### src/rtl/axil_master_if.sv
// AXI4-Lite bus bundle between a single master and a single slave.
// The modports give each side its own direction for every channel.
interface axil_master_if #(
  parameter int ADDR_WIDTH = 5,
  parameter int DATA_WIDTH = 32
) ();
  logic [ADDR_WIDTH-1:0]   AWADDR;
  logic [2:0]              AWPROT;
  logic                    AWVALID;
  logic                    AWREADY;
  logic [DATA_WIDTH-1:0]   WDATA;
  logic [DATA_WIDTH/8-1:0] WSTRB;
  logic                    WVALID;
  logic                    WREADY;
  logic [1:0]              BRESP;
  logic                    BVALID;
  logic                    BREADY;
  logic [ADDR_WIDTH-1:0]   ARADDR;
  logic [2:0]              ARPROT;
  logic                    ARVALID;
  logic                    ARREADY;
  logic [DATA_WIDTH-1:0]   RDATA;
  logic [1:0]              RRESP;
  logic                    RVALID;
  logic                    RREADY;

  modport master (
    output AWADDR, AWPROT, AWVALID, input AWREADY,
    output WDATA, WSTRB, WVALID, input WREADY,
    input BRESP, BVALID, output BREADY,
    output ARADDR, ARPROT, ARVALID, input ARREADY,
    input RDATA, RRESP, RVALID, output RREADY
  );

  modport slave (
    input AWADDR, AWPROT, AWVALID, output AWREADY,
    input WDATA, WSTRB, WVALID, output WREADY,
    output BRESP, BVALID, input BREADY,
    input ARADDR, ARPROT, ARVALID, output ARREADY,
    output RDATA, RRESP, RVALID, input RREADY
  );
endinterface

### src/rtl/axil_master.sv
// Single-outstanding AXI4-Lite master: turns one command into one bus
// transaction and returns its response on a valid/ready response port.
module axil_master #(
  parameter int         C_M_AXI_DATA_WIDTH = 32,
  parameter int         C_M_AXI_ADDR_WIDTH = 5,
  parameter logic [2:0] C_PROT             = 3'b000
) (
  input  logic                            M_AXI_ACLK,
  input  logic                            M_AXI_ARESETN,
  input  logic                            cmd_valid,
  output logic                            cmd_ready,
  input  logic                            cmd_we,
  input  logic [C_M_AXI_ADDR_WIDTH-1:0]   cmd_addr,
  input  logic [C_M_AXI_DATA_WIDTH-1:0]   cmd_wdata,
  input  logic [C_M_AXI_DATA_WIDTH/8-1:0] cmd_wstrb,
  output logic                            rsp_valid,
  input  logic                            rsp_ready,
  output logic                            rsp_we,
  output logic [C_M_AXI_DATA_WIDTH-1:0]   rsp_rdata,
  output logic [1:0]                      rsp_resp,
  output logic                            busy,
  axil_master_if.master                   M_AXI
);

  typedef enum logic [2:0] {
    IDLE,
    WRITE,
    WRESP,
    RADDR,
    RDATA,
    RSP
  } state_t;

  state_t                            state;
  state_t                            state_next;
  logic                              init_done;
  logic                              we_q;
  logic                              aw_pend;
  logic                              w_pend;
  logic [C_M_AXI_ADDR_WIDTH-1:0]     addr_q;
  logic [C_M_AXI_DATA_WIDTH-1:0]     wdata_q;
  logic [C_M_AXI_DATA_WIDTH/8-1:0]   wstrb_q;
  logic [C_M_AXI_DATA_WIDTH-1:0]     rdata_q;
  logic [1:0]                        resp_q;

  always_ff @(posedge M_AXI_ACLK or negedge M_AXI_ARESETN) begin
    if (!M_AXI_ARESETN) begin
      state <= IDLE;
    end else begin
      state <= state_next;
    end
  end

  // init_done keeps cmd_ready low until the first edge after reset release.
  always_ff @(posedge M_AXI_ACLK or negedge M_AXI_ARESETN) begin
    if (!M_AXI_ARESETN) begin
      init_done <= 1'b0;
      we_q      <= 1'b0;
      aw_pend   <= 1'b0;
      w_pend    <= 1'b0;
      addr_q    <= '0;
      wdata_q   <= '0;
      wstrb_q   <= '0;
      rdata_q   <= '0;
      resp_q    <= 2'b00;
    end else begin
      init_done <= 1'b1;
      if (cmd_valid && cmd_ready) begin
        addr_q  <= cmd_addr;
        wdata_q <= cmd_wdata;
        wstrb_q <= cmd_wstrb;
        we_q    <= cmd_we;
        aw_pend <= cmd_we;
        w_pend  <= cmd_we;
      end else begin
        if (aw_pend && M_AXI.AWREADY) aw_pend <= 1'b0;
        if (w_pend && M_AXI.WREADY)   w_pend  <= 1'b0;
      end
      if (state == WRESP && M_AXI.BVALID) begin
        resp_q  <= M_AXI.BRESP;
        rdata_q <= '0;
      end
      if (state == RDATA && M_AXI.RVALID) begin
        resp_q  <= M_AXI.RRESP;
        rdata_q <= M_AXI.RDATA;
      end
    end
  end

  always_comb begin
    state_next    = state;
    cmd_ready     = 1'b0;
    busy          = 1'b1;
    rsp_valid     = 1'b0;
    M_AXI.AWVALID = 1'b0;
    M_AXI.WVALID  = 1'b0;
    M_AXI.BREADY  = 1'b0;
    M_AXI.ARVALID = 1'b0;
    M_AXI.RREADY  = 1'b0;
    case (state)
      IDLE: begin
        busy      = 1'b0;
        cmd_ready = init_done;
        if (cmd_valid && init_done) begin
          state_next = cmd_we ? WRITE : RADDR;
        end
      end
      // AW and W retire independently; leave once neither is still pending.
      WRITE: begin
        M_AXI.AWVALID = aw_pend;
        M_AXI.WVALID  = w_pend;
        if ((!aw_pend || M_AXI.AWREADY) && (!w_pend || M_AXI.WREADY)) begin
          state_next = WRESP;
        end
      end
      WRESP: begin
        M_AXI.BREADY = 1'b1;
        if (M_AXI.BVALID) state_next = RSP;
      end
      RADDR: begin
        M_AXI.ARVALID = 1'b1;
        if (M_AXI.ARREADY) state_next = RDATA;
      end
      RDATA: begin
        M_AXI.RREADY = 1'b1;
        if (M_AXI.RVALID) state_next = RSP;
      end
      RSP: begin
        rsp_valid = 1'b1;
        if (rsp_ready) state_next = IDLE;
      end
      default: state_next = IDLE;
    endcase

    M_AXI.AWADDR = M_AXI.AWVALID ? addr_q : '0;
    M_AXI.AWPROT = M_AXI.AWVALID ? C_PROT : 3'b000;
    M_AXI.WDATA  = M_AXI.WVALID ? wdata_q : '0;
    M_AXI.WSTRB  = M_AXI.WVALID ? wstrb_q : '0;
    M_AXI.ARADDR = M_AXI.ARVALID ? addr_q : '0;
    M_AXI.ARPROT = M_AXI.ARVALID ? C_PROT : 3'b000;
    rsp_we       = rsp_valid & we_q;
    rsp_rdata    = rsp_valid ? rdata_q : '0;
    rsp_resp     = rsp_valid ? resp_q : 2'b00;
  end

endmodule

### src/flat_wrapper.sv
// flat-port wrapper written by rule: the top's interface ports become plain ports
module axil_master_flat 
#(
  parameter int         C_M_AXI_DATA_WIDTH = 32,
  parameter int         C_M_AXI_ADDR_WIDTH = 5,
  parameter logic [2:0] C_PROT             = 3'b000
)
  (M_AXI_ACLK, M_AXI_ARESETN, cmd_valid, cmd_ready, cmd_we, cmd_addr, cmd_wdata, cmd_wstrb, rsp_valid, rsp_ready, rsp_we, rsp_rdata, rsp_resp, busy, M_AXI_AWADDR, M_AXI_AWPROT, M_AXI_AWVALID, M_AXI_AWREADY, M_AXI_WDATA, M_AXI_WSTRB, M_AXI_WVALID, M_AXI_WREADY, M_AXI_BRESP, M_AXI_BVALID, M_AXI_BREADY, M_AXI_ARADDR, M_AXI_ARPROT, M_AXI_ARVALID, M_AXI_ARREADY, M_AXI_RDATA, M_AXI_RRESP, M_AXI_RVALID, M_AXI_RREADY);
  axil_master_if M_AXI_i ();
  input  logic M_AXI_ACLK;
  input  logic M_AXI_ARESETN;
  input  logic cmd_valid;
  output logic cmd_ready;
  input  logic cmd_we;
  input  logic [C_M_AXI_ADDR_WIDTH-1:0] cmd_addr;
  input  logic [C_M_AXI_DATA_WIDTH-1:0] cmd_wdata;
  input  logic [C_M_AXI_DATA_WIDTH/8-1:0] cmd_wstrb;
  output logic rsp_valid;
  input  logic rsp_ready;
  output logic rsp_we;
  output logic [C_M_AXI_DATA_WIDTH-1:0] rsp_rdata;
  output logic [1:0] rsp_resp;
  output logic busy;
  output wire logic [$bits(M_AXI_i.AWADDR)-1:0] M_AXI_AWADDR;
  output wire logic [$bits(M_AXI_i.AWPROT)-1:0] M_AXI_AWPROT;
  output wire logic [$bits(M_AXI_i.AWVALID)-1:0] M_AXI_AWVALID;
  input wire logic [$bits(M_AXI_i.AWREADY)-1:0] M_AXI_AWREADY;
  output wire logic [$bits(M_AXI_i.WDATA)-1:0] M_AXI_WDATA;
  output wire logic [$bits(M_AXI_i.WSTRB)-1:0] M_AXI_WSTRB;
  output wire logic [$bits(M_AXI_i.WVALID)-1:0] M_AXI_WVALID;
  input wire logic [$bits(M_AXI_i.WREADY)-1:0] M_AXI_WREADY;
  input wire logic [$bits(M_AXI_i.BRESP)-1:0] M_AXI_BRESP;
  input wire logic [$bits(M_AXI_i.BVALID)-1:0] M_AXI_BVALID;
  output wire logic [$bits(M_AXI_i.BREADY)-1:0] M_AXI_BREADY;
  output wire logic [$bits(M_AXI_i.ARADDR)-1:0] M_AXI_ARADDR;
  output wire logic [$bits(M_AXI_i.ARPROT)-1:0] M_AXI_ARPROT;
  output wire logic [$bits(M_AXI_i.ARVALID)-1:0] M_AXI_ARVALID;
  input wire logic [$bits(M_AXI_i.ARREADY)-1:0] M_AXI_ARREADY;
  input wire logic [$bits(M_AXI_i.RDATA)-1:0] M_AXI_RDATA;
  input wire logic [$bits(M_AXI_i.RRESP)-1:0] M_AXI_RRESP;
  input wire logic [$bits(M_AXI_i.RVALID)-1:0] M_AXI_RVALID;
  output wire logic [$bits(M_AXI_i.RREADY)-1:0] M_AXI_RREADY;
  assign M_AXI_AWADDR = M_AXI_i.AWADDR;
  assign M_AXI_AWPROT = M_AXI_i.AWPROT;
  assign M_AXI_AWVALID = M_AXI_i.AWVALID;
  assign M_AXI_i.AWREADY = M_AXI_AWREADY;
  assign M_AXI_WDATA = M_AXI_i.WDATA;
  assign M_AXI_WSTRB = M_AXI_i.WSTRB;
  assign M_AXI_WVALID = M_AXI_i.WVALID;
  assign M_AXI_i.WREADY = M_AXI_WREADY;
  assign M_AXI_i.BRESP = M_AXI_BRESP;
  assign M_AXI_i.BVALID = M_AXI_BVALID;
  assign M_AXI_BREADY = M_AXI_i.BREADY;
  assign M_AXI_ARADDR = M_AXI_i.ARADDR;
  assign M_AXI_ARPROT = M_AXI_i.ARPROT;
  assign M_AXI_ARVALID = M_AXI_i.ARVALID;
  assign M_AXI_i.ARREADY = M_AXI_ARREADY;
  assign M_AXI_i.RDATA = M_AXI_RDATA;
  assign M_AXI_i.RRESP = M_AXI_RRESP;
  assign M_AXI_i.RVALID = M_AXI_RVALID;
  assign M_AXI_RREADY = M_AXI_i.RREADY;
  axil_master #(.C_M_AXI_DATA_WIDTH(C_M_AXI_DATA_WIDTH), .C_M_AXI_ADDR_WIDTH(C_M_AXI_ADDR_WIDTH), .C_PROT(C_PROT)) u_core (.M_AXI_ACLK(M_AXI_ACLK), .M_AXI_ARESETN(M_AXI_ARESETN), .cmd_valid(cmd_valid), .cmd_ready(cmd_ready), .cmd_we(cmd_we), .cmd_addr(cmd_addr), .cmd_wdata(cmd_wdata), .cmd_wstrb(cmd_wstrb), .rsp_valid(rsp_valid), .rsp_ready(rsp_ready), .rsp_we(rsp_we), .rsp_rdata(rsp_rdata), .rsp_resp(rsp_resp), .busy(busy), .M_AXI(M_AXI_i));
endmodule
### config.mk
export PLATFORM = sky130hd
export DESIGN_NAME = axil_master_flat
export DESIGN_NICKNAME = d
export VERILOG_FILES = /design/src/rtl/axil_master_if.sv /design/src/rtl/axil_master.sv /design/src/flat_wrapper.sv
export SDC_FILE = /design/constraint.sdc
export NUM_CORES = 1
export LEC_CHECK = 0
export CAP_MARGIN = 40
export CORE_ASPECT_RATIO = 0.75
export CORE_MARGIN = 4
export CORE_UTILIZATION = 37
export CTS_CLUSTER_DIAMETER = 30
export DETAILED_ROUTE_END_ITERATION = 7
export HOLD_SLACK_MARGIN = 0.03
export PLACE_DENSITY = 0.81
export SLEW_MARGIN = 20
export SYNTH_ARGS = -nofsm -noshare
export SYNTH_HDL_FRONTEND = slang
export SYNTH_SLANG_ARGS = --single-unit
export TNS_END_PERCENT = 10
### constraint.sdc
create_clock -name M_AXI_ACLK -period 1.8 [get_ports M_AXI_ACLK]
set_input_delay 0.54 -clock M_AXI_ACLK [delete_from_list [all_inputs] [get_ports M_AXI_ACLK]]
set_output_delay 0.54 -clock M_AXI_ACLK [all_outputs]
set_load 0.005 [all_outputs]
==> impl_summary.md, run 1 <==
Clocking
The clock network latency to the later pin of the worst-skew pair is 0.33 ns. CTS saw 82 sinks. The cell at the root of the clock tree is sky130_fd_sc_hd__clkbuf_16.

No sink is reached through more buffers than the 2 on the longest clock path. The maximum level of the CTS H-tree is 3. TritonCTS created 9 clock buffers. The clock transition at the registers of the reported paths is about 0.060 ns. The quantity of hold-fixing buffers added after cts is 0. The CTS tree is done.

Synth
The mean area per synthesized cell is 11.9 sq um. The synthesized netlist occupies a cell area of between 3000 and 4000 sq um. Of the synthesized area, sequential elements account for 0.536. The warning count from the yosys run is 0. The number of synthesized register bits is approximately 80.

After synthesis, the netlist uses 30 different library cells. Counting every instance in the synthesized netlist gives 321.

Critical path
In this run the worst path has a maximum fanout of 4. The end of the worst register-to-register path is u_core.wdata_q[9]$_DFFE_PN0P_. STA puts the critical path data required time at 1.26 ns. The worst setup path is launched from a flip-flop. In this run the register-to-register setup slack is -0.28 ns. The critical path data arrival time is 1.70 ns.

The category of the critical setup timing path is flip-flop to primary output. The launch instance of the worst register-to-register path is u_core.state[1]$_DFFE_PN0P_. STA classifies the critical path endpoint as a primary output. The number of cells on the worst reg-to-reg path is 8.

The critical path launch point is u_core.state[2]$_DFFE_PN0P_.

Outcome
The checks that failed: negative setup slack. The run finished, with violations left.

Place
The last weighted congestion value of the routability-driven placer is about 0.8. The total half-perimeter wirelength after legalization and detailed placement is about 7500 um. The count of buffers from port buffering is 175. The cell area after placement is 5840 sq um. The number of placed cells counting well taps is about 630.

Global route
The total overflow left after global routing is 0. The global-route total usage across every layer is 0.186. The via count of the first global-routing pass is 3465. The number of antenna violations at the first check in global routing was 0. The largest net degree at the start of global routing is 40. The first-pass GRT wire length is approximately 18000 um.

Drt
The vias per cell is 4.80. The number of iterations in the first detailed-routing pass is 4. In the final routed layout, each cell accounts on average for roughly 17 um. The DRC violation total after the first TritonRoute iteration is 150. Summed over all layers, the routed wires come to about 11000 um.

The post-route antenna net violation count is 0. The routed layout has 3201 vias. In the routed design, unresolved DRC markers number 0.

Final layout
The layout-stage area growth over the synthesis result is 68.9%. In the final layout, the share of cells above drive strength 1 is 0.450. The final standard cell count with taps included and fillers excluded is approximately 670. The most common cell after layout, fill and taps aside is sky130_fd_sc_hd__clkdlybuf4s50_1. After the last flow step, the layout net total stands at approximately 620. In the layout the commonest cells are sky130_fd_sc_hd__clkdlybuf4s50_1 (85), sky130_fd_sc_hd__dfrtp_1 (81), sky130_fd_sc_hd__buf_6 (41). The share of the core filled with cells is 0.654. 0 antenna diodes ended up in the layout. After routing the design area is 6470 sq um.

Floorplanning
In this run the vertical extent of the chip is 96.1 um. The die covers 12100 sq um. The die span in x is ~130 um. The area of the placeable core is 9890 sq um. For this configuration, the core starts out at a cell density of 0.387. The top-level port count is roughly 180.

In this run the core area contains 31 standard-cell rows.

STA
The final critical-path setup slack is -0.445 ns. The number of setup violations in the final report is 130. Setup repair after global routing could not meet its margin everywhere. On the final layout, the worst hold slack is 0.146 ns.

The worst path in the final design needs a cycle of between 2 and 2.5 ns, including I/O delays and setup. The worst clock skew is just over 0.004 ns. The sum of negative setup slack is -41.33 ns.

Based on the critical path, the design can be clocked at up to 445 MHz. The final-report hold violation count is 0. Dividing the final minimum period by the clock period gives 1.25. The max-slew violation total from the final report was 0.

Pwr
The largest voltage drop on the vdd net is 0.549 mV. The power density over the cells is 1240 nW/um^2. The leakage power total is 3.09 nW.

Run
The max-cap violation count is 0.

Hold path
The worst hold path belongs to the class input port to asynchronous set/reset pin.
[stage by stage]
step	power (W)	setup WS [ns]
3_3_place_gp	0.00566	-0.293
4_1_cts	0.00788	-0.593
6_report	0.00800	-0.445
3_5_place_dp	0.00578	-0.319
5_1_grt	0.00849	-0.511
2_1_floorplan	0.00457	-0.0142
[state kept, by name, summed over array words and instances (netlist names)]
name / flops
u_core.addr_q: 5
u_core.init_done: 1
u_core.wdata_q: 32
u_core.resp_q: 2
u_core.w_pend: 1
u_core.state: 3
u_core.we_q: 1
u_core.aw_pend: 1
u_core.rdata_q: 32
u_core.wstrb_q: 4
[area by class of cell]
class	count	area, sq um
multi-input combinational	210	1730
clock inverter	6	66.3
sequential	82	2050
tap	132	165
inverter	4	15.0
fill	787	3420
clock buffer	10	239
timing repair buffer	223	2200
[metal layers]
layer | wire (um) | up-vias | share of wire | GRT usage
met2 | 5460 | 109 | 0.48 | 0.310
li1 | - | 1501 | - | -
met5 | 0 | - | 0 | 0
met3 | 664 | 11 | 0.058 | 0.0566
met4 | 100 | 0 | 0.0087 | 0.0406
met1 | 5250 | 1580 | 0.46 | 0.243
[worst max-delay path: stages, from the launching register on]
cell and delay [ns]:
sky130_fd_sc_hd__dfrtp_1 0.44, sky130_fd_sc_hd__nor2_2 0.12, sky130_fd_sc_hd__and3_4 0.20, sky130_fd_sc_hd__buf_6 0.11, sky130_fd_sc_hd__buf_8 0.14, sky130_fd_sc_hd__clkbuf_16 0.15
sky130_fd_sc_hd__and2_4 0.13, sky130_fd_sc_hd__buf_6 0.08
[worst max path at each step]
| stage | slack, ns | end | depth (start not counted) |
|---|---|---|---|
| 3_3_place_gp | -0.29 | M_AXI_WDATA[18] | 5 |
| 3_5_place_dp | -0.32 | M_AXI_WDATA[17] | 5 |
| 6_report | -0.44 | M_AXI_WDATA[10] | 7 |
| 4_1_cts | -0.59 | M_AXI_WDATA[14] | 8 |
| 5_1_grt | -0.51 | M_AXI_WDATA[10] | 7 |
| 2_1_floorplan | -0.01 | rsp_rdata[10] | 6 |
[kinds of logic (layout without fill, tap and decap cells)]
family          after synthesis  count (layout)  synth area share
mux                          44              44             0.128
compound gates               48              48            0.0981
simple gates                111             111             0.178
other cells                   2               7           0.00196
flops                        82              82             0.536
buf+inv                      34             243            0.0569
[Yosys cell counts]
cell type,number,share of area
sky130_fd_sc_hd__nand3b_1,2,0.0039
sky130_fd_sc_hd__a211o_1,1,0.0023
sky130_fd_sc_hd__nor2b_1,2,0.0033
sky130_fd_sc_hd__a21o_1,1,0.0020
sky130_fd_sc_hd__clkbuf_1,11,0.011
sky130_fd_sc_hd__and3b_1,1,0.0023
sky130_fd_sc_hd__buf_2,3,0.0039
sky130_fd_sc_hd__mux2_2,37,0.11
sky130_fd_sc_hd__buf_4,9,0.018
sky130_fd_sc_hd__or3_1,1,0.0016
sky130_fd_sc_hd__nand3_1,1,0.0013
sky130_fd_sc_hd__a31oi_1,2,0.0033
sky130_fd_sc_hd__and2_1,78,0.13
sky130_fd_sc_hd__conb_1,2,0.0020
sky130_fd_sc_hd__buf_6,7,0.021
sky130_fd_sc_hd__mux2_1,4,0.012
sky130_fd_sc_hd__nor3b_1,3,0.0059
sky130_fd_sc_hd__nand2b_1,2,0.0033
sky130_fd_sc_hd__o21ai_0,8,0.010
sky130_fd_sc_hd__and3_1,7,0.011
sky130_fd_sc_hd__inv_1,4,0.0039
sky130_fd_sc_hd__dfrtp_1,82,0.54
sky130_fd_sc_hd__nand2_1,9,0.0088
sky130_fd_sc_hd__o22a_1,1,0.0023
sky130_fd_sc_hd__nor2_1,4,0.0039
sky130_fd_sc_hd__a22oi_1,1,0.0020
sky130_fd_sc_hd__mux2i_1,3,0.0078
sky130_fd_sc_hd__a21oi_1,2,0.0026
sky130_fd_sc_hd__nor2_8,1,0.0052
sky130_fd_sc_hd__a22o_1,32,0.073
[where the power goes]
| part | internal (W) | total (W) | leakage [nW] | switching, W |
|---|---|---|---|---|
| clock network | 0.00111 | 0.00183 | 0.141 | 0.000722 |
| registers | 0.00272 | 0.00323 | 1.02 | 0.000509 |
| logic | 0.00183 | 0.00293 | 1.93 | 0.00110 |
[what timing repair did]
item,CTS,global route
endpoints found under the hold margin,0,0
pin swaps,11,34
gates resized for setup,294,117
setup buffers,12,4
setup endpoints to repair,130,133
cloned,6,2
Power figures use the tool's default switching activity.
==> run 2: changes to the inputs <==
CAP_MARGIN = 5   (was 40)
CORE_UTILIZATION = 44   (was 37)
PLACE_DENSITY = 0.89   (was 0.81)
clock period = 2.7 ns   (was 1.8 ns; I/O delays follow)
==> run 2 against run 1 <==
Net effect:
- the flow now finishes without violations
- clock skew increased by 0.0036 ns
- global-route usage increased by 1.2 points
- core utilization increased by 7.3 points
- design area decreased by 5.0%
- via count decreased by 3.5%
- non-clock buffer count decreased by 34
- power decreased by 37%
==> impl_summary.md, run 2 (synthesized netlist as in run 1, its figures left out) <==
Clocking
The clock transition at the registers of the reported paths is 0.06 ns. The clock passes through at most 2 buffers. The tree is rooted in a sky130_fd_sc_hd__clkbuf_16. The H-tree generated during clock tree synthesis spans 3 levels.

The total clock sinks is 82. The clock network latency to the later pin of the worst-skew pair is 0.33 ns. TritonCTS built the clock tree. The number of buffers inserted during clock tree synthesis is 9.

Final layout
Compared with the post-synthesis result, the final layout area differs by 60.5%. The repair_antennas step left the layout with diodes totalling 0. The most common cell after layout, fill and taps aside is sky130_fd_sc_hd__clkdlybuf4s50_1. The fill cell total of the finished layout is 585. The total non-filler cell area in the finished layout is 6140 sq um. Of the cells placed in the final design, the portion with a size suffix greater than 1 is 0.156. The combined area of the multi-input logic cells is between 1500 and 2000 sq um. The number of nets at the end of the flow is 583. Leaving out fill and tap cells, the most frequent cells in the layout are sky130_fd_sc_hd__clkdlybuf4s50_1 (93), sky130_fd_sc_hd__dfrtp_1 (79), sky130_fd_sc_hd__and2_1 (78).

Once layout is complete, the utilization of the core stands at 0.727. The final standard cell count with taps included and fillers excluded is about 610. Summing all flip-flop and latch instances after layout gives 2060 sq um. In the final layout, the registers with the most flip-flops are u_core.rdata_q (32), u_core.wdata_q (32), u_core.addr_q (5).

Run
Across the run, the number of max-cap violations was 0.

STA
The number of setup violations in the final report is 0. Setup repair after global routing could not meet its margin everywhere. Counting I/O delays and the setup requirement, the final critical path takes around 2.7 ns. Headroom to the max-slew limit came out at 0.311. Across all hold checks on the routed design, the worst slack comes to 0.452 ns. Static timing analysis puts the maximum clock frequency at 376 MHz.

Between clock sinks in the finished design, the worst skew comes to ~0.0077 ns. The fraction of the cycle the final worst path needs is 0.986. Adding up every negative setup slack in the final design gives 0 ns. The final-report hold violation count is 0. At the pin with the least slew margin, the transition time is 1.03 ns. The max-slew violation total from the final report is 0.

Drt
The overall via count from detail_route is about 3.1k. The average routed wire per standard cell is 17.4 um. In the routed layout, each cell is associated on average with a via count of 5.07. The DRC violation total after the first TritonRoute iteration is 139. For this block, the routed nets add up to between 10000 and 15000 um of wire. The number of iterations in the first detailed-routing pass is 6.

The remaining design rule violation count is 0. The post-route antenna net violation count is 0.

Pwr
Summed over all cells, the static leakage comes to around 3.7 nW. The largest voltage drop on the vdd net is about 0.44 mV. Dividing total power by cell area gives a power density of ~820 nW/um^2.

Global route
The largest net degree at the start of global routing is 44. In the global route stage, met1 resource usage came out at 0.259. For met3 alone, demand over resource in global routing was 0.0533.

The via count of the first global-routing pass is 3155. Global routing finished with a remaining overflow of 0. The first-pass GRT wire length is 15800 um. For this run, global-route usage on met2 was measured as 0.336. The global-route total usage across every layer is 0.198.

The number of antenna violations at the first check in global routing is 0. The layer flagged by global routing as most heavily used is met2.

Critical path
The critical path is of the flip-flop to primary output type. The worst setup path is launched from a flip-flop. The critical path data arrival time is roughly 1.9 ns. The required time at the endpoint of the critical path is 1.89 ns.

The critical path starts at u_core.state[2]$_DFFE_PN0P_. The kind of cell with the highest combined delay along the critical path is buffers and inverters. The maximum cell stage delay along the critical path is 0.49 ns. Of all nets on the critical path, the largest fanout is 8. The number of buffers and inverters on the critical path is 2. The endpoint class of the critical path is a primary output. Walking the worst path, the cells encountered are buf_4 -> and3b_2 -> and2_1 -> clkdlybuf4s50_1. The launch instance of the worst register-to-register path is u_core.state[1]$_DFFE_PN0P_.

The slowest stage of the critical path belongs to the cell sky130_fd_sc_hd__clkdlybuf4s50_1.

Place
Port buffering added about 180 buffers. The placed instances occupy a cell area of 5640 sq um. In this run, placement finished with an instance count of 587. The wire-length estimate of the detail-placed layout is 7420 um. The last weighted congestion value of the routability-driven placer is 0.778.

Floorplanning
182 I/O pins were placed. The floorplan has 29 rows. The region available for standard cell placement spans 8450 sq um.

In this run the vertical extent of the chip is 88.8 um. From left edge to right edge, the die measures between 100 and 150 um. For this configuration, the core starts out at a cell density of 0.453. The floorplan step defined a die boundary enclosing 10300 sq um.

Outcome
The run finished with clean final reports.

Hold path
The worst hold-check path type is input port to asynchronous set/reset pin.
==> run 2: cell count changes in the layout (fill, tap and decap cells not counted), sizes merged, moves of 3 or more <==
cell and delta:
buf -77, dlymetal6s2s +48, clkbuf -32, dlygate4sd2 +31
clkdlybuf4s15 -11, clkdlybuf4s50 +8, clkinvlp -3
==> run 2: worst paths after layout <==
path                                                   to  slack, ns  cells past startpoint
max                                       M_AXI_ARADDR[3]       0.04                      4
min                        u_core.wdata_q[12]$_DFFE_PN0P_       0.45                      1
min reg2reg                 u_core.wstrb_q[0]$_DFFE_PN0P_       0.48                      1
max in group asynchronous     u_core.state[2]$_DFFE_PN0P_       1.60                      2
max reg2reg                 u_core.wdata_q[7]$_DFFE_PN0P_       0.68                      6
min in group M_AXI_ACLK     u_core.wstrb_q[0]$_DFFE_PN0P_       0.48                      1
==> run 2: cell type report <==
cell class                      count  area share
Clock buffer                       11      0.0379
Clock inverter                      5      0.0128
Inverter                            4     0.00244
Multi-Input combinational cell    210       0.261
Sequential cell                    82       0.335
Tap cell                          108      0.0220
Timing Repair Buffer              189       0.329
==> run 2: power by group <==
group	total, W	internal, W	switching [W]
Clock	0.00127	0.000809	0.000464
Sequential	0.00213	0.00182	0.000317
Combinational	0.00163	0.000998	0.000630
Total	0.00503	0.00362	0.00141
==> run 2: metrics by stage <==
stage | total power, W | setup slack [ns]
2_1_floorplan | 0.00304 | 0.562
3_3_place_gp | 0.00361 | 0.196
3_5_place_dp | 0.00371 | 0.176
4_1_cts | 0.00506 | -0.0124
5_1_grt | 0.00536 | -0.0426
6_report | 0.00503 | 0.0387
==> run 2: repair_timing <==
item,CTS,global route
pin swaps,1,2
resized for setup,45,49
endpoints found under the setup margin,84,50
cloned,1,1
setup buffers,4,0
hold buffers,0,0
==> run 2: metal layers <==
layer | share of wire | up-vias
met4 | 0.0089 | 0
met5 | 0 | -
met2 | 0.50 | 108
met1 | 0.43 | 1536
li1 | - | 1434
met3 | 0.061 | 12
